==> src/rtl/found_bcd_formatter.sv <==
// found_bcd_formatter: latches the search-engine match address on a done rise and converts it
// to four registered BCD digits by shift-add-3, with not-found and leading-zero-blank coding.
module found_bcd_formatter #(
    parameter int               BIN_W     = 8,
    parameter int               DIGITS    = 4,
    parameter logic [BIN_W-1:0] NOT_FOUND = 8'hFF,
    parameter bit               LZB       = 1'b1
) (
    input  logic             CLK100MHZ,
    input  logic             reset,
    input  logic             done,
    input  logic [BIN_W-1:0] found,
    output logic [3:0]       thousands,
    output logic [3:0]       hundreds,
    output logic [3:0]       tens,
    output logic [3:0]       units,
    output logic             busy,
    output logic             bcd_valid,
    output logic             no_match
);
    localparam int BW = 4 * DIGITS;
    localparam int CW = $clog2(BIN_W + 1);

    typedef enum logic [1:0] {IDLE, SHIFT, UPDATE, NOTF} state_t;

    state_t           state_q, state_d;
    logic             done_d_q, armed_q;
    logic [BIN_W-1:0] bin_sr_q, bin_sr_d;
    logic [BW-1:0]    bcd_sr_q, bcd_sr_d, bcd_adj;
    logic [CW-1:0]    cnt_q, cnt_d;
    logic [15:0]      dig_q, dig_d;
    logic             busy_q, busy_d, valid_q, valid_d, nm_q, nm_d;
    logic [3:1]       blank;
    logic             start;

    // armed_q suppresses start on the first clock after reset so a done held
    // across reset release is treated as already seen, not as a fresh rise
    assign start = done & ~done_d_q & armed_q;

    always_comb begin
        for (int i = 0; i < DIGITS; i++)
            bcd_adj[4*i +: 4] = bcd_sr_q[4*i +: 4] >= 4'd5 ? bcd_sr_q[4*i +: 4] + 4'd3 : bcd_sr_q[4*i +: 4];
    end

    assign blank[3] = LZB && bcd_sr_q[15:12] == 4'd0;
    assign blank[2] = blank[3] && bcd_sr_q[11:8] == 4'd0;
    assign blank[1] = blank[2] && bcd_sr_q[7:4] == 4'd0;

    always_comb begin
        state_d  = state_q;
        bin_sr_d = bin_sr_q;
        bcd_sr_d = bcd_sr_q;
        cnt_d    = cnt_q;
        dig_d    = dig_q;
        busy_d   = busy_q;
        valid_d  = 1'b0;
        nm_d     = nm_q;
        case (state_q)
            IDLE: if (start) begin
                bin_sr_d = found;
                bcd_sr_d = '0;
                cnt_d    = '0;
                busy_d   = 1'b1;
                state_d  = found == NOT_FOUND ? NOTF : SHIFT;
            end
            SHIFT: begin
                {bcd_sr_d, bin_sr_d} = {bcd_adj, bin_sr_q} << 1;
                cnt_d   = cnt_q + 1'b1;
                state_d = cnt_q == CW'(BIN_W - 1) ? UPDATE : SHIFT;
            end
            UPDATE: begin
                dig_d   = {blank[3] ? 4'hF : bcd_sr_q[15:12], blank[2] ? 4'hF : bcd_sr_q[11:8],
                           blank[1] ? 4'hF : bcd_sr_q[7:4], bcd_sr_q[3:0]};
                nm_d    = 1'b0;
                valid_d = 1'b1;
                busy_d  = 1'b0;
                state_d = IDLE;
            end
            NOTF: begin
                dig_d   = 16'hFFFF;
                nm_d    = 1'b1;
                valid_d = 1'b1;
                busy_d  = 1'b0;
                state_d = IDLE;
            end
            default: state_d = IDLE;
        endcase
    end

    always_ff @(posedge CLK100MHZ or posedge reset) begin
        if (reset) begin
            state_q  <= IDLE;
            done_d_q <= 1'b0;
            armed_q  <= 1'b0;
            bin_sr_q <= '0;
            bcd_sr_q <= '0;
            cnt_q    <= '0;
            dig_q    <= '0;
            busy_q   <= 1'b0;
            valid_q  <= 1'b0;
            nm_q     <= 1'b0;
        end else begin
            state_q  <= state_d;
            done_d_q <= done;
            armed_q  <= 1'b1;
            bin_sr_q <= bin_sr_d;
            bcd_sr_q <= bcd_sr_d;
            cnt_q    <= cnt_d;
            dig_q    <= dig_d;
            busy_q   <= busy_d;
            valid_q  <= valid_d;
            nm_q     <= nm_d;
        end
    end

    assign thousands = dig_q[15:12];
    assign hundreds  = dig_q[11:8];
    assign tens      = dig_q[7:4];
    assign units     = dig_q[3:0];
    assign busy      = busy_q;
    assign bcd_valid = valid_q;
    assign no_match  = nm_q;
endmodule
==> config.mk <==
export PLATFORM = sky130hd
export DESIGN_NAME = found_bcd_formatter
export DESIGN_NICKNAME = d
export VERILOG_FILES = /design/src/rtl/found_bcd_formatter.sv
export SDC_FILE = /design/constraint.sdc
export NUM_CORES = 1
export LEC_CHECK = 0
export ABC_AREA = 1
export BUFFER_PORTS_ARGS = -buffer_cell sky130_fd_sc_hd__buf_2
export CAP_MARGIN = 20
export CORE_MARGIN = 2
export CORE_UTILIZATION = 40
export CTS_BUF_LIST = sky130_fd_sc_hd__clkbuf_16
export DETAILED_ROUTE_END_ITERATION = 8
export MAX_ROUTING_LAYER = met4
export PLACE_DENSITY = 0.58
export RECOVER_POWER = 50
export REMOVE_ABC_BUFFERS = 1
export SYNTH_ARGS = -nofsm -noshare
export SYNTH_HDL_FRONTEND = slang
export SYNTH_SLANG_ARGS = --single-unit
==> constraint.sdc <==
create_clock -name CLK100MHZ -period 2.9 [get_ports CLK100MHZ]
set_input_delay 0.145 -clock CLK100MHZ [delete_from_list [all_inputs] [get_ports CLK100MHZ]]
set_output_delay 0.145 -clock CLK100MHZ [all_outputs]
set_load 0.05 [all_outputs]
==> results of run 1 <==
[power groups by stage]
| stage | Sequential [mW] | Combinational (mW) | Clock [mW] |
|---|---|---|---|
| after floorplan | 1.53 | 1.00 | 0 |
| after global placement | 1.24 | 1.71 | 0 |
| after detailed placement | 1.24 | 1.73 | 0 |
| after CTS | 1.23 | 1.73 | 0.571 |
| after global routing | 1.27 | 1.95 | 0.591 |
| final | 1.23 | 1.70 | 0.547 |
[how the worst min path moves through the flow]
stage,startpoint,endpoint,slack (ns),cells past startpoint
floorplan,done,done_d_q$_DFF_PP0_,0.18,0
global placement,done,done_d_q$_DFF_PP0_,0.29,1
detailed placement,done,done_d_q$_DFF_PP0_,0.29,1
CTS,found[0],bin_sr_q[0]$_DFFE_PP0P_,0.09,3
global route,found[0],bin_sr_q[0]$_DFFE_PP0P_,0.10,3
finish,found[0],bin_sr_q[0]$_DFFE_PP0P_,0.1,3
[layout make-up]
type,instances,share of cell area (%)
Clock buffer,5,4.29
Multi-Input combinational cell,231,37.6
Sequential cell,51,43.7
Timing Repair Buffer,35,6.13
Tap cell,77,3.30
Clock inverter,2,0.300
Inverter,36,4.63
[cell usage after synthesis]
master	number	area share, %
nor2_1	37	5.4
a21oi_1	13	2.5
a31oi_1	3	0.73
nand2_1	106	15
o21ai_0	17	3.3
o21ai_1	1	0.19
ha_1	11	5.3
buf_4	2	0.58
a21oi_2	1	0.34
nor2_4	2	0.87
o21bai_1	1	0.29
nand4_1	10	2.4
a21boi_1	1	0.29
buf_2	2	0.39
clkbuf_1	1	0.15
nand2_2	1	0.24
dfrtp_1	51	49
buf_6	4	1.7
conb_1	1	0.15
nand3_1	26	5.0
inv_2	3	0.44
inv_1	33	4.8
[state kept, by name (all words and copies together) (netlist names), 2 cells and up]
signal,flops
state_q,2
bcd_sr_q,16
dig_q,16
bin_sr_q,8
cnt_q,4
[logic make-up (layout without fill, tap and decap cells)]
| logic type | after synthesis | in the layout | synth area share [%] |
|---|---|---|---|
| AND/OR/NAND/NOR | 182 | 182 | 29.4 |
| flip-flops | 51 | 51 | 49.4 |
| buffers and inverters | 45 | 78 | 8.09 |
| AO/OA/AOI/OAI | 37 | 37 | 7.66 |
| adder cells (fa/ha/maj) | 11 | 11 | 5.33 |
| other | 1 | 1 | 0.145 |
[per-layer routing]
layer | part of all wire, % | track usage, % | vias to the layer above
met5 | 0 | - | -
met4 | 0.69 | 3.75 | 0
met3 | 4.2 | 3.34 | 4
met2 | 46 | 24.9 | 48
met1 | 49 | 21.3 | 957
li1 | - | - | 1106
[metrics by stage]
step / util, % / worst slack, ns / area (um^2) / power, mW
finish: 46.2 / 1.21 / 2920 / 3.48
global route: 46.2 / 0.881 / 2920 / 3.81
CTS: 46.2 / 1.34 / 2920 / 3.53
detailed placement: 43.9 / 1.36 / 2770 / 2.96
global placement: 43.9 / 1.41 / 2770 / 2.95
floorplan: - / 1.12 / 2510 / 2.54
[cells in the final DEF, fill, tap and decap left out, drive strengths merged, types with 2 or more instances in the layout]
| master | instances |
|---|---|
| clkbuf | 15 |
| a21oi | 14 |
| inv | 36 |
| clkinv | 2 |
| nand4 | 10 |
| dfrtp | 51 |
| nand2 | 107 |
| buf | 23 |
| dlygate4sd3 | 2 |
| ha | 11 |
| a31oi | 3 |
| o21ai | 18 |
| nor2 | 39 |
| nand3 | 26 |
[worst max-delay path: stages]
cell           delay, ns
dlygate4sd3_1       0.53
buf_2               0.11
inv_1               0.26
clkbuf_2            0.87
==> impl_metrics.toml, run 1 <==
[timing]
period_share_pct = 58.2
maxSlewHeadroom_pct = 29.4
worst_pin_slew_ns = 1.06
drv_slew = 0
fmax_mhz = 592
skew_ns = 0.00172
rsz0062_at_grt = "false"
setup-tns-final_ns = 0
hold_violations = 0
min_period_ns = 1.69
holdWs_ns = 0.0966
setup_viol = 0

[route]
drtIter0Drc = 99
vias = 2115
routedWlPerCell_um = 11.6
ant_nets = 0
drc = 0
drtPass1Iterations = 4
avgViaCountPerCell = 4.84
routed_wl_mm = 5.07

[cells_and_area]
syn_to_final_growth_pct = 13.0
register_area_um2 = 1280
diodes = 0
drive_gt1_share_pct = 10.3
fill_cells = 672
finish.net_count = 382
multiInputGateArea_um2 = 1100
stdcell_count = 437

[setup_path]
required_ns = 3.15
startpoint_type = "input port"
r2r_cells = 7
r2r_slack_ns = 1.36
endpoint_kind = "async pin"
cp_data_arrival_time_ns = 1.94
r2r_start = "state_q[1]$_DFFE_PP0P_"
critical_path.startpoint = "reset"
crit_type = "in2async"
crit_path_max_fanout = 43
cp-endpoint = "dig_q[2]$_DFFE_PP0N_"
r2r-end = "bcd_sr_q[4]$_DFFE_PP0P_"

[global_route]
antenna_found_initial = 0
grt-ovfl-total = 0
grt.total_usage_pct = 15.9
first_global_vias = 2019
grt_max_degree = 52
grt_first_pass_wirelength_mm = 9.04

[logic_synthesis]
synth_area_um2 = 2580
syn_avg_cell_area_um2 = 7.90
synth.distinct_cells = 22
yosysSeqAreaShare_pct = 49.4
ys_ff_latch = 51
ys.warnings.count = 0
netlist_instances = 327

[power]
p_per_area_nw_per_um2 = 1190
max-vdd-ir-drop_mv = 0.484
internal_power_mw = 1.82
power_frac_clock_pct = 15.7
seqPwrFrac_pct = 35.3
p_leak_nw = 1.49
switchingPower_mw = 1.66
netSwitchingFraction_pct = 47.6
p_comb_share_pct = 49.0

[run]
max-cap-violations = 0

[placed_design]
dpl.hpwl_mm = 3.57
place.gp.congestion = 0.838
placedCellCount = 427
portBuffers = 29

[clocking]
cts_buffers = 5
clk_pin_slew_ns = 0.06
hold_buffers = 1
post_cts.repair.setup_buffers = 0
clock_latency_ns = 0.28
cts_tree = "yes"
clock-root-buffer = "clkbuf_16"
ctsHtreeMaxLevel = 2
clk_path_buf_depth = 2
cts.sinks = 51
post_cts_resized = 0

[floorplanning]
core_area_um2 = 6310
ios = 30
dieWidth_um = 84.4
die_area_um2 = 7110
fp.dieH_um = 84.4
start_util_pct = 40.9
fp-row-count = 29

[hold_path]
worstHoldPathType = "in2reg"

[outcome]
outcome = "finished, final reports clean"
Note: power is estimated with default switching activity, not from simulation.
==> inputs of run 2 (changes only) <==
Settings changed: PLACE_DENSITY 0.58 to 0.6.
Clock period 2.9 ns to 1.48 ns, I/O delays scaled along.
==> impl_metrics.toml, run 2 (synthesized netlist as in run 1, its figures left out) <==
[route]
drtPass1Iterations = 5
drc = 0
avgViaCountPerCell = 4.92
drtIter0Drc = 136
routed_wl_mm = 5.35
ant_nets = 0
vias = 2180
routedWlPerCell_um = 12.1

[clocking]
cts_tree = "yes"
clock-root-buffer = "clkbuf_16"
clock_latency_ns = 0.29
clk_pin_slew_ns = 0.06
cts.sinks = 51
clk_path_buf_depth = 2
cts_buffers = 5
ctsHtreeMaxLevel = 2

[setup_path]
crit_slowest_cell = "dfrtp_1"
endpoint_kind = "register"
crit_path_max_incr_delay_ns = 0.38
r2r_start = "bcd_sr_q[13]$_DFFE_PP0P_"
r2r-end = "dig_q[8]$_DFFE_PP0N_"
crit_path_max_fanout = 4
crit_path_cell_trace = "inv_1 -> ha_1 -> nand2_1 -> nor2_4 -> nand2_1 -> a21oi_1"
r2r_cells = 6
cp_data_arrival_time_ns = 1.57
crit_type = "reg2reg"
r2r_slack_ns = 0.12
cp_common_cell = "nand2_1"
required_ns = 1.69
startpoint_type = "register"

[timing]
min_period_ns = 1.36
drv_slew = 0
maxSlewHeadroom_pct = 53.9
hold_violations = 0
setup_viol = 0
worst_pin_slew_ns = 0.691
rsz0062_at_grt = "false"
fmax_mhz = 737
period_share_pct = 91.6
skew_ns = 0.00494

[global_route]
grt-ovfl-total = 0
grt_max_degree = 52
grt.total_usage_pct = 16.9
grt-busiest-layer = "met2"
grtUsageMet2_pct = 28.2
first_global_vias = 2200
use_met3_pct = 3.05
grt_first_pass_wirelength_mm = 9.49
grt_use_met1_pct = 20.5
antenna_found_initial = 0

[outcome]
outcome = "finished, final reports clean"

[hold_path]
min_path_cells = 3
worstHoldPathType = "in2reg"
worstHoldEndpoint = "bin_sr_q[0]$_DFFE_PP0P_"
hp-start = "found[0]"

[floorplanning]
start_util_pct = 40.9
fp.dieH_um = 84.4
fp-row-count = 29
die_area_um2 = 7110
dieWidth_um = 84.4
ios = 30
core_area_um2 = 6310

[power]
power_mw = 7.02
max-vdd-ir-drop_mv = 0.947
p_per_area_nw_per_um2 = 2350
p_leak_nw = 1.53

[cells_and_area]
syn_to_final_growth_pct = 15.6
top_regs = "bcd_sr_q x16, dig_q x16, bin_sr_q x8"
layout_commonest_cell = "nand2_1"
fill_cells = 639
diodes = 0
post-route-cell-area_um2 = 2990
layout_common_cells = "106 x nand2_1, 51 x dfrtp_1, 35 x inv_1, 35 x nor2_1, 25 x nand3_1"
drive_gt1_share_pct = 12.8
finish.net_count = 387
stdcell_count = 443
finalCoreUtilization_pct = 47.3

[run]
max-cap-violations = 0

[placed_design]
place.gp.congestion = 0.788
placedCellCount = 433
portBuffers = 29
placed_area_um2 = 2830
dpl.hpwl_mm = 3.71
-- run 2: power by group --
| group | total [mW] | leakage [nW] | internal (mW) | switching [mW] |
|---|---|---|---|---|
| combinational | 3.51 | 0.870 | 1.08 | 2.44 |
| sequential | 2.41 | 0.586 | 1.97 | 0.442 |
| clock | 1.09 | 0.0762 | 0.612 | 0.477 |
| total | 7.02 | 1.53 | 3.66 | 3.36 |
-- run 2: critical path: cells and delay by family (launching register included) --
kind	cells	cell delay, ns
AOI/OAI and AO/OA	1	0.15
and+or+nand+nor	3	0.40
buffers and inverters	1	0.13
DFF	1	0.38
adders and majority gates	1	0.22
-- run 2: final cells by class --
type	instances	area [um^2]	share of cell area, %
sequential	51	1280	42.7
timing repair buffer	40	220	7.37
inverter	36	135	4.52
clock inverter	3	12.5	0.419
tap	77	96.3	3.23
multi-input combinational	231	1120	37.5
clock buffer	5	125	4.19
-- run 2: how the worst max path moves through the flow --
stage	startpoint	to	slack, ns	cells after the start
floorplan	state_q[1]$_DFFE_PP0P_	bcd_sr_q[10]$_DFFE_PP0P_	-0.30	6
global placement	bcd_sr_q[12]$_DFFE_PP0P_	dig_q[5]$_DFFE_PP0N_	0.11	6
detailed placement	bcd_sr_q[12]$_DFFE_PP0P_	dig_q[7]$_DFFE_PP0N_	0.02	6
CTS	bcd_sr_q[12]$_DFFE_PP0P_	dig_q[7]$_DFFE_PP0N_	0.07	6
global route	bcd_sr_q[8]$_DFFE_PP0P_	bcd_sr_q[9]$_DFFE_PP0P_	0.008	8
finish	bcd_sr_q[13]$_DFFE_PP0P_	dig_q[8]$_DFFE_PP0N_	0.12	6
-- run 2: what timing repair did --
action	CTS	global route
setup buffers	0	0
gates resized for setup	1	5
endpoints found under the setup margin	1	21
hold endpoints to repair	52	0
hold buffers	2	0
pin swaps	0	0
-- run 2: metrics by stage --
stage               setup TNS, ns  worst slack [ns]  hold slack [ns]
floorplan                   -6.72            -0.303            0.105
global placement                0             0.111            0.143
detailed placement              0            0.0206            0.146
CTS                             0            0.0661           0.0170
global route                    0           0.00825           0.0368
finish                          0             0.124           0.0205
-- run 2: layer usage --
layer,vias to the layer above,part of all wire [%]
li1,1108,-
met1,1029,48
met2,36,47
met3,7,3.3
met4,0,1.6
met5,-,0
==> inputs of run 3 (changes only) <==
Settings changed: CTS_BUF_LIST sky130_fd_sc_hd__clkbuf_16 to unset, CTS_CLUSTER_SIZE set to 16, SETUP_SLACK_MARGIN set to 0.4.
==> impl_metrics.toml, run 3 (synthesized netlist as in run 1, its figures left out) <==
[hold_path]
hp-start = "found[0]"
worstHoldEndpoint = "bin_sr_q[0]$_DFFE_PP0P_"
min_path_cells = 3
worstHoldPathType = "in2reg"

[global_route]
grt_first_pass_wirelength_mm = 9.98
grt-ovfl-total = 0
first_global_vias = 2347
grt_max_degree = 52
grt.total_usage_pct = 17.8
antenna_found_initial = 0

[clocking]
cts_buffers = 5
clk_pin_slew_ns = 0.09
clock-root-buffer = "clkbuf_8"
cts_tree = "yes"
cts.sinks = 51
clk_path_buf_depth = 2
ctsHtreeMaxLevel = 2
clock_latency_ns = 0.31

[cells_and_area]
layout_commonest_cell = "nand2_1"
post-route-cell-area_um2 = 3660
diodes = 0
top_regs = "bcd_sr_q x16, dig_q x16, bin_sr_q x8"
fill_cells = 560
finish.net_count = 427
drive_gt1_share_pct = 42.1
layout_common_cells = "83 x nand2_1, 49 x dfrtp_1, 26 x buf_4"
multiInputGateArea_um2 = 1460
syn_to_final_growth_pct = 41.7
register_area_um2 = 1280

[timing]
min_period_ns = 1.26
holdWs_ns = 0.00289
setup_slack_ns = 0.222
drv_slew = 0
worst_pin_slew_ns = 0.698
period_share_pct = 85.0
hold_violations = 0
rsz0062_at_grt = "true"
maxSlewHeadroom_pct = 53.4
skew_ns = 0.00388
setup_viol = 0
fmax_mhz = 795

[setup_path]
crit_type = "reg2reg"
r2r-end = "bcd_sr_q[9]$_DFFE_PP0P_"
crit_path_max_fanout = 4
startpoint_type = "register"
r2r_start = "bcd_sr_q[9]$_DFFE_PP0P_"
r2r_slack_ns = 0.22
required_ns = 1.73
cp_data_arrival_time_ns = 1.51
endpoint_kind = "register"
r2r_cells = 8

[placed_design]
placed_area_um2 = 2830
place.gp.congestion = 0.788
dpl.hpwl_mm = 3.71
portBuffers = 29
dp_slack_ns = 0.0206

[floorplanning]
dieWidth_um = 84.4
fp.dieH_um = 84.4
fp-row-count = 29
start_util_pct = 40.9
core_area_um2 = 6310
ios = 30
die_area_um2 = 7110

[route]
drtIter0Drc = 110
dr.max_layer_used = "met4"
wl_met3_um = 249
routedWlPerCell_um = 13.7
routed_wl_mm = 6.63
ant_nets = 0
drtPass1Iterations = 4
avgViaCountPerCell = 5.00
drc = 0
dr_wl_met2_mm = 3.37
met1Wirelength_mm = 2.87
vias = 2413

[power]
p_per_area_nw_per_um2 = 2350
internal_power_mw = 4.42
seqPwrFrac_pct = 28.2
p_leak_nw = 1.78
max-vdd-ir-drop_mv = 1.15
power_frac_clock_pct = 9.2
p_comb_share_pct = 62.5
netSwitchingFraction_pct = 48.6
switchingPower_mw = 4.19

[run]
max-cap-violations = 0

[outcome]
outcome = "finished, final reports clean"
[run 3: critical path, stage by stage (launching register included)]
cell and delay (ns):
dfrtp_1 0.41, inv_2 0.15, ha_4 0.16, inv_2 0.04, nor2_1 0.10, nand2_1 0.07, nand3_1 0.10, nand3_1 0.09
nand2_1 0.07
[run 3: area by class of cell]
class / count / share of cell area, %
Clock buffer: 7 / 2.09
Multi-Input combinational cell: 232 / 39.9
Sequential cell: 51 / 34.9
Clock inverter: 1 / 0.137
Timing Repair Buffer: 79 / 16.5
Tap cell: 77 / 2.63
Inverter: 36 / 3.83
[run 3: worst max path at each step]
stage                             startpoint                  endpoint  slack [ns]
finish               bcd_sr_q[9]$_DFFE_PP0P_   bcd_sr_q[9]$_DFFE_PP0P_        0.22
global route         bcd_sr_q[9]$_DFFE_PP0P_   bcd_sr_q[9]$_DFFE_PP0P_        0.11
CTS                 bcd_sr_q[13]$_DFFE_PP0P_     dig_q[13]$_DFFE_PP0N_        0.24
detailed placement  bcd_sr_q[12]$_DFFE_PP0P_      dig_q[7]$_DFFE_PP0N_        0.02
global placement    bcd_sr_q[12]$_DFFE_PP0P_      dig_q[5]$_DFFE_PP0N_        0.11
floorplan             state_q[1]$_DFFE_PP0P_  bcd_sr_q[10]$_DFFE_PP0P_       -0.30
[run 3: repair_timing]
action | 4_1_cts | 5_1_grt
pin swaps | 12 | 30
hold buffers | 2 | 0
hold endpoints to repair | 52 | 0
resized for setup | 67 | 82
endpoints found under the setup margin | 46 | 48
gates cloned | 1 | 3
setup buffers | 22 | 14
[run 3: power groups by stage]
stage | clock network [mW] | registers, mW | logic [mW]
3_3_place_gp | 0 | 2.41 | 3.44
5_1_grt | 0.867 | 2.51 | 5.90
6_report | 0.796 | 2.43 | 5.38
2_1_floorplan | 0 | 3.01 | 1.97
4_1_cts | 0.802 | 2.38 | 4.34
3_5_place_dp | 0 | 2.43 | 3.52
[run 3: stage by stage]
stage	cells	power [mW]	util, %	setup TNS, ns
2_1_floorplan	318	4.97	-	-6.72
3_3_place_gp	433	5.84	44.8	0
3_5_place_dp	433	5.95	44.8	0
4_1_cts	466	7.52	51.9	0
5_1_grt	483	9.28	58.0	0
6_report	483	8.61	58.0	0
[run 3: metal layers]
metal  up-vias  track usage, %
met5         -               -
met4         0            6.06
met3        15            3.24
met2        55            30.3
met1      1150            21.2
li1       1193               -
